--- src/rtl/muldiv_unit.sv ---
// Iterative RV32M multiply/divide unit: one bit per cycle, Done DATA_WIDTH+2 cycles after accept.
// Divide-by-zero/overflow finish the cycle after accept; Ready is low while busy, so Valid is ignored then.
module muldiv_unit #(
  parameter int DATA_WIDTH = 32,
  parameter int CNT_WIDTH  = $clog2(DATA_WIDTH) + 1
) (
  input  logic                  clk,
  input  logic                  rst_n,
  input  logic                  Valid,
  output logic                  Ready,
  input  logic [DATA_WIDTH-1:0] SrcA,
  input  logic [DATA_WIDTH-1:0] SrcB,
  input  logic [2:0]            MDControl,
  input  logic                  Flush,
  output logic                  Done,
  output logic [DATA_WIDTH-1:0] MDResult,
  output logic                  Zero
);

  localparam int W = DATA_WIDTH;
  localparam logic [CNT_WIDTH-1:0] CNT_LAST = CNT_WIDTH'(W - 1);
  localparam logic [W-1:0] MOST_NEG = {1'b1, {(W-1){1'b0}}};

  localparam logic [2:0] OP_MUL    = 3'b000;
  localparam logic [2:0] OP_MULH   = 3'b001;
  localparam logic [2:0] OP_MULHSU = 3'b010;
  localparam logic [2:0] OP_MULHU  = 3'b011;
  localparam logic [2:0] OP_DIV    = 3'b100;
  localparam logic [2:0] OP_DIVU   = 3'b101;
  localparam logic [2:0] OP_REM    = 3'b110;
  localparam logic [2:0] OP_REMU   = 3'b111;

  typedef enum logic [1:0] {S_IDLE, S_CALC, S_FIX, S_DONE} state_t;

  state_t               state_q, state_d;
  logic [CNT_WIDTH-1:0] cnt_q, cnt_d;
  logic [2:0]           op_q, op_d;
  logic [W-1:0]         hi_q, hi_d;
  logic [W-1:0]         lo_q, lo_d;
  logic [W-1:0]         opb_q, opb_d;
  logic [W-1:0]         res_q, res_d;
  logic                 neg_q, neg_d;
  logic                 asgn_q, asgn_d;
  logic                 zero_q, zero_d;

  // Operand decode at accept: sign views, magnitudes and fast-path results.
  logic         a_signed, b_signed, a_neg, b_neg;
  logic [W-1:0] a_mag, b_mag;
  logic         div_zero, div_ovf, special;
  logic [W-1:0] special_res;
  logic         accept;

  assign a_signed = (MDControl != OP_MULHU) && (MDControl != OP_DIVU) && (MDControl != OP_REMU);
  assign b_signed = (MDControl == OP_MUL) || (MDControl == OP_MULH) ||
                    (MDControl == OP_DIV) || (MDControl == OP_REM);
  assign a_neg    = a_signed & SrcA[W-1];
  assign b_neg    = b_signed & SrcB[W-1];
  assign a_mag    = a_neg ? -SrcA : SrcA;
  assign b_mag    = b_neg ? -SrcB : SrcB;
  assign div_zero = (SrcB == '0);
  assign div_ovf  = ~MDControl[0] & (SrcA == MOST_NEG) & (&SrcB);
  assign special  = MDControl[2] & (div_zero | div_ovf);
  assign special_res = div_zero ? (MDControl[1] ? SrcA : '1)
                                : (MDControl[1] ? '0 : MOST_NEG);

  assign Ready  = (state_q == S_IDLE) || (state_q == S_DONE);
  assign Done   = (state_q == S_DONE);
  assign accept = Valid & Ready & ~Flush;

  // One iteration: multiply shifts {hi,lo} right after a conditional add,
  // divide shifts the dividend into hi and retires one quotient bit into lo.
  logic [W:0]   mul_sum, div_shift;
  logic         div_ge;
  logic [W-1:0] div_diff, step_hi, step_lo;

  assign mul_sum   = {1'b0, hi_q} + ({1'b0, opb_q} & {(W+1){lo_q[0]}});
  assign div_shift = {hi_q, lo_q[W-1]};
  assign div_ge    = (div_shift >= {1'b0, opb_q});
  assign div_diff  = div_shift[W-1:0] - opb_q;

  always_comb begin
    step_hi = '0;
    step_lo = '0;
    if (op_q[2]) begin
      step_hi = div_ge ? div_diff : div_shift[W-1:0];
      step_lo = {lo_q[W-2:0], div_ge};
    end else begin
      {step_hi, step_lo} = {mul_sum, lo_q[W-1:1]};
    end
  end

  // Final sign correction and result select.
  logic [2*W-1:0] prod_mag, prod_fix;
  logic [W-1:0]   quo_fix, rem_fix, fix_res;

  assign prod_mag = {hi_q, lo_q};
  assign prod_fix = neg_q ? -prod_mag : prod_mag;
  assign quo_fix  = neg_q ? -lo_q : lo_q;
  assign rem_fix  = asgn_q ? -hi_q : hi_q;
  assign fix_res  = op_q[2] ? (op_q[1] ? rem_fix : quo_fix)
                            : ((op_q == OP_MUL) ? prod_fix[W-1:0] : prod_fix[2*W-1:W]);

  always_comb begin
    state_d = state_q;
    cnt_d   = cnt_q;
    op_d    = op_q;
    hi_d    = hi_q;
    lo_d    = lo_q;
    opb_d   = opb_q;
    res_d   = res_q;
    neg_d   = neg_q;
    asgn_d  = asgn_q;
    zero_d  = zero_q;
    case (state_q)
      S_IDLE, S_DONE: begin
        state_d = S_IDLE;
        if (accept) begin
          op_d   = MDControl;
          cnt_d  = '0;
          hi_d   = '0;
          neg_d  = a_neg ^ b_neg;
          asgn_d = a_neg;
          // Divide keeps the dividend in lo; multiply keeps the multiplier there.
          lo_d   = MDControl[2] ? a_mag : b_mag;
          opb_d  = MDControl[2] ? b_mag : a_mag;
          if (special) begin
            res_d   = special_res;
            zero_d  = (special_res == '0);
            state_d = S_DONE;
          end else begin
            state_d = S_CALC;
          end
        end
      end
      S_CALC: begin
        if (Flush) begin
          state_d = S_IDLE;
        end else begin
          hi_d = step_hi;
          lo_d = step_lo;
          if (cnt_q == CNT_LAST) begin
            state_d = S_FIX;
          end else begin
            cnt_d = cnt_q + CNT_WIDTH'(1);
          end
        end
      end
      S_FIX: begin
        if (Flush) begin
          state_d = S_IDLE;
        end else begin
          res_d   = fix_res;
          zero_d  = (fix_res == '0);
          state_d = S_DONE;
        end
      end
      default: state_d = S_IDLE;
    endcase
  end

  always_ff @(posedge clk or negedge rst_n) begin
    if (!rst_n) begin
      state_q <= S_IDLE;
      cnt_q   <= '0;
      op_q    <= '0;
      hi_q    <= '0;
      lo_q    <= '0;
      opb_q   <= '0;
      res_q   <= '0;
      neg_q   <= 1'b0;
      asgn_q  <= 1'b0;
      zero_q  <= 1'b1;
    end else begin
      state_q <= state_d;
      cnt_q   <= cnt_d;
      op_q    <= op_d;
      hi_q    <= hi_d;
      lo_q    <= lo_d;
      opb_q   <= opb_d;
      res_q   <= res_d;
      neg_q   <= neg_d;
      asgn_q  <= asgn_d;
      zero_q  <= zero_d;
    end
  end

  assign MDResult = res_q;
  assign Zero     = zero_q;

endmodule

--- config.mk ---
export PLATFORM = sky130hd
export DESIGN_NAME = muldiv_unit
export DESIGN_NICKNAME = d
export VERILOG_FILES = /design/src/rtl/muldiv_unit.sv
export SDC_FILE = /design/constraint.sdc
export NUM_CORES = 1
export LEC_CHECK = 0
export CAP_MARGIN = 10
export CORE_ASPECT_RATIO = 0.5
export CORE_MARGIN = 2
export CORE_UTILIZATION = 60
export CTS_CLUSTER_DIAMETER = 30
export DETAILED_ROUTE_END_ITERATION = 10
export DONT_BUFFER_PORTS = 1
export MAX_ROUTING_LAYER = met4
export PLACE_DENSITY = 0.76
export SKIP_LAST_GASP = 1
export SYNTH_ARGS = -nofsm -noshare
export SYNTH_HDL_FRONTEND = slang
export SYNTH_SLANG_ARGS = --single-unit
--- constraint.sdc ---
create_clock -name clk -period 8.6 [get_ports clk]
set_clock_uncertainty 0.05 [all_clocks]
set_input_delay 1.72 -clock clk [delete_from_list [all_inputs] [get_ports clk]]
set_output_delay 1.72 -clock clk [all_outputs]
set_load 0.02 [all_outputs]
== Yosys cells after proc, flatten, opt, wreduce, memory -nomap -nowiden ==
Index checks and enable logic that the tools add are counted.

* Flip-flop bits (word level): 142
* Bits of input ports: 71
* Output and inout port bits: 35
* Word-level logic and storage cells: 108

* Add/sub/neg operators: 8
* Magnitude comparators: 1
* Eq/ne operators: 17
* Muxes and demuxes: 40
* Bitwise gates (word level): 12
* Reduce and logical (&&, ||, !) cells: 20

{| class="wikitable"
|+ Operators by type and width
! operator !! number
|-
| two-way mux 32 bit || 22
|-
| case mux 32 bit (2 select lines) || 3
|-
| negator 32 bit || 4
|-
| zero test 32 bit || 3
|-
| two-way mux 64 bit || 1
|-
| negator 64 bit || 1
|-
| adder 32 x 33 -> 33 bit || 1
|-
| AND 32 x 33 -> 33 bit || 1
|-
| >= comparator 33 x 32 -> 1 bit || 1
|-
| == test 32 bit (second input constant) || 1
|-
| AND reduction 32 bit || 1
|-
| subtractor 32 bit || 1
|-
| two-way mux 6 bit || 3
|-
| case mux 6 bit (2 select lines) || 1
|-
| two-way mux 2 bit || 5
|-
| inequality test 2 bit (second input constant) || 5
|-
| inequality test 3 bit (second input constant) || 3
|-
| AND reduction 4 bit || 2
|-
| AND 1 bit || 7
|-
| adder 6 x 1 -> 6 bit (second input constant) || 1
|-
| == test 3 bit (second input constant) || 2
|-
| == test 6 x 5 -> 1 bit (second input constant) || 1
|-
| zero test 3 bit || 2
|-
| case mux 2 bit (3 select lines) || 1
|-
| other kinds (16) || 25
|}

== Logic depth before layout (Yosys ltp) ==
Gate-level depths: netlist of the first run.

* Depth after elaboration: 9
* Mapped depth: 15
* Gate-level depth less buffers: 14

== Least setup slack after synthesis of the first run ==
OpenSTA, ideal clock, no wires.

* Path type: in2reg
* From: input port SrcB[0]
* To: register zero_q, in the netlist Zero
* Library setup time: 0.086 ns
* Data arrival time: 4.894 ns
* Data required time: 8.464 ns
* Setup slack: 3.570 ns
* Stages: 13
* Buffers on the path: 1
* Path through: inv_1 > ha_1 > or3b_2 > nor4_1 > and2_0 > clkbuf_1 > nand3_1 > o32ai_1 > nand2b_1 > nand4b_1 > or4b_2 > or4_1 > o31ai_2

* Cells in the longest elaborated chain, start to end: 6
* Elaborated cells between the ends (all ways): 12
* Classes of those cells: eq/ne: 1; mux: 4; bitwise: 3; reduce/logical: 4

{| class="wikitable"
|+ Ends and longest elaborated chain
! item !! RTL line !! text
|-
| start: declaration || 12 || <nowiki>input logic [DATA_WIDTH-1:0] SrcB,</nowiki>
|-
| zero test 32 bit / AND reduction 32 bit (equally long branches) || 60, 61 ||
|-
| two-way mux 32 bit / AND 1 bit (equally long branches) || 63, 61 ||
|-
| zero test 32 bit / OR 1 bit (equally long branches) || 128, 62 ||
|-
| two-way mux 1 bit / AND 1 bit (equally long branches) || 126, 62 ||
|-
| two-way mux 1 bit / inequality test 2 bit (equally long branches) || - ||
|-
| case mux 1 bit (2 select lines) / AND reduction 4 bit (equally long branches) || - ||
|-
| end signal: assignment || 183 || <nowiki>zero_q <= zero_d;</nowiki>
|-
| end: declaration || 44 || <nowiki>logic zero_q, zero_d;</nowiki>
|}

Parallel ways exist; a longest one is shown, timed or not. The select of a mux whose other input is x is not followed.
A chain may end at the register's enable or synchronous reset.

== Final worst setup path of the first run ==
* From: register lo_q[0]
* To: register zero_q, in the netlist Zero

* Cells in the longest elaborated chain, start to end: 7
* Elaborated cells between the ends (all ways): 10
* Classes of those cells: add/sub: 2; mux: 7; reduce/logical: 1

{| class="wikitable"
|+ Ends and longest elaborated chain
! item !! RTL line !! text
|-
| start: declaration || 39 || <nowiki>logic [W-1:0] lo_q, lo_d;</nowiki>
|-
| start signal: assignment || 178 || <nowiki>lo_q <= lo_d;</nowiki>
|-
| negator 64 bit / negator 32 bit (equally long branches) || 97, 98 ||
|-
| two-way mux 64 bit / two-way mux 32 bit (equally long branches) || 97, 98 ||
|-
| two-way mux 32 bit, on equally long branches || 101, 100 ||
|-
| two-way mux 32 bit (*) || 100 || <nowiki>assign fix_res = op_q[2] ? (op_q[1] ? rem_fix : quo_fix)</nowiki>
|-
| zero test 32 bit (*) || 153 || <nowiki>zero_d = (fix_res == '0);</nowiki>
|-
| two-way mux 1 bit (*) || 149 || <nowiki>if (Flush) begin</nowiki>
|-
| case mux 1 bit (2 select lines) (*) || 114 || <nowiki>case (state_q)</nowiki>
|}

Mark *: on every way between the ends. The rest lies on a longest branch, timed or not. The select of a mux whose other input is x is not followed.

==> impl_metrics.toml, run 1 <==
[layout]
nets = 2161
design_area_sq_um = 16020
area_delta_synth_final_pct = 3.358
antenna_cells = 0
final_cells = 2372
post-route-util_pct = 63.35
drive_gt1_share_pct = 5.572

[cts]
cts_hold_buffers = 0
worstSkewPairLatency_ps = 460
cts_buffers = 17
cts_tree = "done"
path_clk_slew_ps = 60
cts_sinks = 142
htree_levels = 4
cts_resized = 0
clock_path_buffers = 2
post_cts_buffers = 0
root_buffer = "clkbuf_16"

[synthesis]
async_flop_share_pct = 100.0
syn_area_per_cell_sq_um = 7.264
ys_seq_elements = 142
synth_top_family_by_area = "compound AO/OA/AOI/OAI gates"
synth.area.mux_share_pct = 4.367
syn_area_sq_um = 15500
synth_top_area_share_pct = 22.76
synthAdderAreaFrac_pct = 6.151
synth-edff-count = 0
ys.flop_type = "dfrtp_1"
ys_seq_area_share_pct = 22.93
synth_nets = 2280
ys_top_cells_by_area = "dfrtp_1, a21oi_1, o21ai_0"
synthSimpleGateAreaFrac_pct = 22.83
synth-compound-area-share_pct = 28.17
synth_xor_area_share_pct = 9.492
ys_types = 76
synth_warnings = 0
postSynthCellCount = 2134
synth_area_leader_cell = "dfrtp_1"

[worst_setup_path]
crit_top_cell = "nand2b_1"
crit_family = "simple AND/OR/NAND/NOR gates"
cp_slowest_cell = "inv_1"
crit_buf_inv = 1
crit_path_end_kind = "flop"
arrival_ps = 5310
cp-start-kind = "flop"
cp.required_ps = 8930
cp_cell_sequence = "inv_1, ha_1, nand2b_1, or3_1, or4_1, o41ai_1, mux2_2, a221oi_1, nand2b_1, nor4_1, nand4b_1, o31ai_2"
critPathMaxFanout = 31
slowest_delay_ps = 780
rr_startpoint = "lo_q[0]"
worst-setup-path-type = "flop to flop"
setup.worst_path.start = "lo_q[0]"

[placement]
portBuffers = 0
gp_congestion = 1.033
placed_area_sq_um = 15470
hpwl_microns = 40740
placed_cells = 2340

[sta]
worst_pin_slew_ps = 1255
min_period_ps = 4989
rsz0062_at_grt = "no"
slew_headroom_pct = 15.23
fmax_mhz = 200.4
post-route-period-util_pct = 58.01
hold_violations = 0
hold_ws_ps = 436.1
finalSetupViolCount = 0
setup_tns_ps = 0
slew_viol_final = 0

[grt]
grt_pass1_vias = 13960
grt_pass1_wl_microns = 83570
grt_use_total_pct = 41.21
antenna_found_initial = 0
grt_max_degree = 143
grt_remaining_overflow = 0

[hold_path]
hp-class = "flop to flop"
hp-start = "opb_q[16]"

[routing]
postRouteAntennaNets = 0
drc = 0
firstDrtPassIters = 9
wirelength_microns = 54980
vias_per_cell = 6.743
route.vias.total = 16000
drt_iter0_drc = 2140
post_drt_wl_per_cell_microns = 23.18

[flow_run]
cap_violations = 0

[die]
start_util_pct = 61.29
pin_count = 106
fp-row-count = 41
die_area_sq_um = 27210
placeableCoreArea_sq_um = 25290
die_y_microns = 117.7
die_x_microns = 231.3

[power_and_ir_drop]
cellLeakagePower_nw = 6.641
power.density_nw_per_um2 = 428.9
vdd.ir_drop.worst_uv = 284.3

[outcome]
status = "finished, final reports clean"
[cell usage after synthesis, types with 24 or more instances]
cell,number
or4_1,28
o21ai_0,197
nand2_1,199
a21o_1,29
nor4_1,32
nor2b_1,27
o31ai_1,32
a211oi_1,43
inv_1,88
xor2_1,70
a31oi_1,24
clkbuf_1,135
nor3_1,59
nand4_1,24
ha_1,73
xnor2_1,98
nand3_1,34
a21oi_1,211
dfrtp_1,141
nor2_1,225
mux2i_1,35
o211ai_1,28
mux2_2,29
[report_power, final]
part	total [mW]	internal [mW]	leakage (nW)	switching (mW)
sequential	1.54	0.950	1.81	0.589
clock	0.728	0.402	0.271	0.327
combinational	4.60	1.65	4.56	2.96
[cell usage in the layout, fill, tap and decap left out, types with 6 or more instances in the layout]
| master | count |
|---|---|
| a31oi_1 | 24 |
| a22o_1 | 6 |
| or3_1 | 19 |
| nor2_1 | 225 |
| xnor2_1 | 98 |
| nand4_1 | 24 |
| or2_2 | 17 |
| inv_1 | 88 |
| ha_1 | 71 |
| a21o_1 | 29 |
| and2_1 | 8 |
| o41ai_1 | 18 |
| a21oi_1 | 211 |
| or4_1 | 28 |
| nand3_1 | 34 |
| o221ai_1 | 7 |
| mux2_2 | 29 |
| and3_1 | 11 |
| a21boi_0 | 7 |
| clkbuf_16 | 17 |
| o211ai_1 | 28 |
| nand2_1 | 199 |
| nor3_1 | 59 |
| a221o_1 | 10 |
| o21a_1 | 22 |
| buf_4 | 18 |
| o22ai_1 | 12 |
| a22oi_1 | 16 |
| a311oi_1 | 6 |
| nand2b_1 | 22 |
| nor4_1 | 32 |
| o21ai_0 | 197 |
| dfrtp_1 | 140 |
| xor2_1 | 70 |
| nor2b_1 | 27 |
| o31ai_1 | 32 |
| a211oi_1 | 43 |
| mux2i_1 | 35 |
[worst paths after layout]
| kind | slack (ps) | to | cells after the start |
|---|---|---|---|
| worst max register to register | 3610 | Zero | 12 |
| min in group asynchronous | 910 | MDResult[8] | 0 |
| worst min-delay path | 440 | opb_q[16] | 2 |
| worst max-delay path | 3610 | Zero | 12 |
| max in group asynchronous | 7350 | Zero | 0 |
| worst min register to register | 440 | opb_q[16] | 2 |
[area by class of cell]
cell class                      instances  area [sq um]
Fill cell                            2278          9269
Tap cell                              344         430.4
Timing Repair Buffer                   18         135.1
Sequential cell                       142          3556
Multi-Input combinational cell       1747         11020
Clock inverter                         11         110.1
Inverter                               89         334.1
Clock buffer                           21         440.4
[metal layers]
metal  routed length [microns]  vias up  GRT usage (%)
met5                         0        -              -
met4                      1246        0          8.468
met3                      9077      109          17.93
met2                     20750     1037          52.15
met1                     23910     7356          59.43
li1                          -     7493              -
[worst min-delay path, stage by stage (launching register included)]
cell and delay (ps):
dfrtp_1 340, nand2_1 50, o21ai_0 60
[cells by family after synthesis]
family,Yosys count
AOI/OAI and AO/OA,704
and+or+nand+nor,736
DFF,142
adders and majority gates,75
buffers and inverters,245
muxes,64
xor gates and xnor gates,168
[stage by stage]
step	power [mW]	setup slack, ps
floorplan	4.665	3570
global placement	5.852	3274
detailed placement	5.880	3237
CTS	6.636	3712
global route	7.270	3305
finish	6.872	3611
[registers in the layout (all words and copies together), names as in the netlist]
register,cells
MDResult,32
Zero,1
asgn_q,1
cnt_q,6
hi_q,32
lo_q,32
neg_q,1
op_q,3
opb_q,32
state_q,2
No activity file was read; power rests on OpenSTA's default activity.
==> run 2, diff against run 1 <==
==> constraint.sdc (replaced) <==
create_clock -name clk -period 5.13 [get_ports clk]
set_clock_uncertainty 0.05 [all_clocks]
set_input_delay 1.026 -clock clk [delete_from_list [all_inputs] [get_ports clk]]
set_output_delay 1.026 -clock clk [all_outputs]
set_load 0.02 [all_outputs]
==> run 2 against run 1 <==
Net effect: via count grew 0.99%; setup slack lost 3200 ps; combinational power grew 73%; clock-buffer cell count shrank 3; final area grew 1.0%; clock power grew 62%; critical path depth shrank 2; flip-flop and latch count is the same; global-route usage grew 1.4 points; worst hold slack lost 220 ps; largest cell class unchanged; largest power group unchanged.
==> impl_metrics.toml, run 2 (synthesis results as in run 1) <==
[routing]
post_drt_wl_per_cell_microns = 23.92
drc = 0
wirelength_microns = 57350
postRouteAntennaNets = 0
firstDrtPassIters = 10
route.vias.total = 16150
drt_iter0_drc = 2005
vias_per_cell = 6.736

[grt]
grt_pass1_wl_microns = 85720
grt_pass1_vias = 14320
grt_max_degree = 143
antenna_found_initial = 4
grt_use_total_pct = 42.61
grt_remaining_overflow = 0

[worst_setup_path]
arrival_ps = 5020
worst-setup-path-type = "flop to flop"
cp_slowest_cell = "or4_1"
cp-start-kind = "flop"
r2r_setup_slack_ps = 420
cp.required_ps = 5450
cp_cell_sequence = "or4_4, or3_1, or4_1, o41ai_1, mux2_2, a221oi_1, nand2b_1, nor4_1, nand4b_1, o31ai_2"
slowest_delay_ps = 710
crit_path_end_kind = "flop"
critPathMaxFanout = 8

[cts]
worstSkewPairLatency_ps = 450
htree_levels = 4
cts_sinks = 142
root_buffer = "clkbuf_16"
clock_path_buffers = 2
cts_hold_buffers = 0
cts_buffers = 17
cts_tree = "done"
post_cts_buffers = 0
cts_resized = 0
path_clk_slew_ps = 70

[layout]
multiInputGateArea_sq_um = 11020
fill_cells = 2270
seq_area_sq_um = 3556
final_cells = 2398
final_common_cell = "nor2_1"
area_delta_synth_final_pct = 4.431
nets = 2187
drive_gt1_share_pct = 6.868
post-route-util_pct = 64.01
final_cell_mix = "nor2_1, a21oi_1, nand2_1"

[power_and_ir_drop]
combPwrFrac_pct = 68.3
cellLeakagePower_nw = 6.753
vdd.ir_drop.worst_uv = 335.7
clkPwrFrac_pct = 10.1
power_switching_share_pct = 56.50
p_int_mw = 5.071
power_frac_seq_pct = 21.6
power.density_nw_per_um2 = 720.3
p_switching_mw = 6.588

[sta]
slew_headroom_pct = 37.32
hold_violations = 0
fmax_mhz = 212.5
worst_pin_slew_ps = 940.3
setup_tns_ps = 0
post-route-period-util_pct = 91.73
min_period_ps = 4706
setup_ws_ps = 424.4
hold_ws_ps = 218.7
finalSetupViolCount = 0
slew_viol_final = 0
rsz0062_at_grt = "no"

[placement]
hpwl_microns = 43470
placed_cells = 2366
gp_congestion = 1.006
portBuffers = 0
pre_cts_ws_ps = 530.1

[die]
fp-row-count = 41
die_y_microns = 117.7
die_x_microns = 231.3
pin_count = 106
placeableCoreArea_sq_um = 25290
die_area_sq_um = 27210
start_util_pct = 61.29

[flow_run]
cap_violations = 0

[hold_path]
hp-class = "input pin to async pin"

[outcome]
status = "finished, final reports clean"
==> run 2: worst paths after layout <==
path | start | to | cells after the start
max in group asynchronous | rst_n | hi_q[19] | 0
min reg2reg | opb_q[4] | opb_q[4] | 2
min in group clk | opb_q[4] | opb_q[4] | 2
min | rst_n | MDResult[5] | 0
max reg2reg | lo_q[6] | Zero | 10
max | lo_q[6] | Zero | 10
==> run 2: per-layer routing <==
| layer | vias to the layer above | wire length, microns | GRT usage [%] |
|---|---|---|---|
| li1 | 7545 | - | - |
| met3 | 105 | 9242 | 19.89 |
| met1 | 7501 | 25280 | 60.33 |
| met2 | 1002 | 21380 | 52.69 |
| met5 | - | 0 | - |
| met4 | 0 | 1440 | 11.98 |
==> run 2: through the flow <==
stage	area (sq um)	power, mW
6_report	16190	11.66
5_1_grt	16190	12.30
4_1_cts	16190	11.27
3_5_place_dp	15670	10.05
3_3_place_gp	15670	10.02
2_1_floorplan	15500	7.820
==> run 2: layout make-up <==
| class | instances | area share, % |
|---|---|---|
| Multi-Input combinational cell | 1747 | 68.05 |
| Inverter | 89 | 2.064 |
| Timing Repair Buffer | 44 | 2.041 |
| Clock inverter | 13 | 0.5565 |
| Antenna cell | 1 | 0.01546 |
| Tap cell | 344 | 2.659 |
| Clock buffer | 18 | 2.651 |
| Sequential cell | 142 | 21.97 |
==> run 2: worst max-delay path: cells and delay by family, from the launching register on <==
| kind | cells | cell delay (ps) |
|---|---|---|
| flip-flops | 1 | 430 |
| multiplexers | 1 | 410 |
| AO/OA/AOI/OAI | 3 | 1330 |
| AND/OR/NAND/NOR | 6 | 2390 |
==> run 2: power groups by stage <==
stage	sequential (mW)	combinational (mW)	clock (mW)
3_5_place_dp	2.49	7.56	0
6_report	2.52	7.96	1.18
5_1_grt	2.58	8.49	1.22
3_3_place_gp	2.48	7.54	0
4_1_cts	2.48	7.61	1.18
2_1_floorplan	2.08	5.74	0
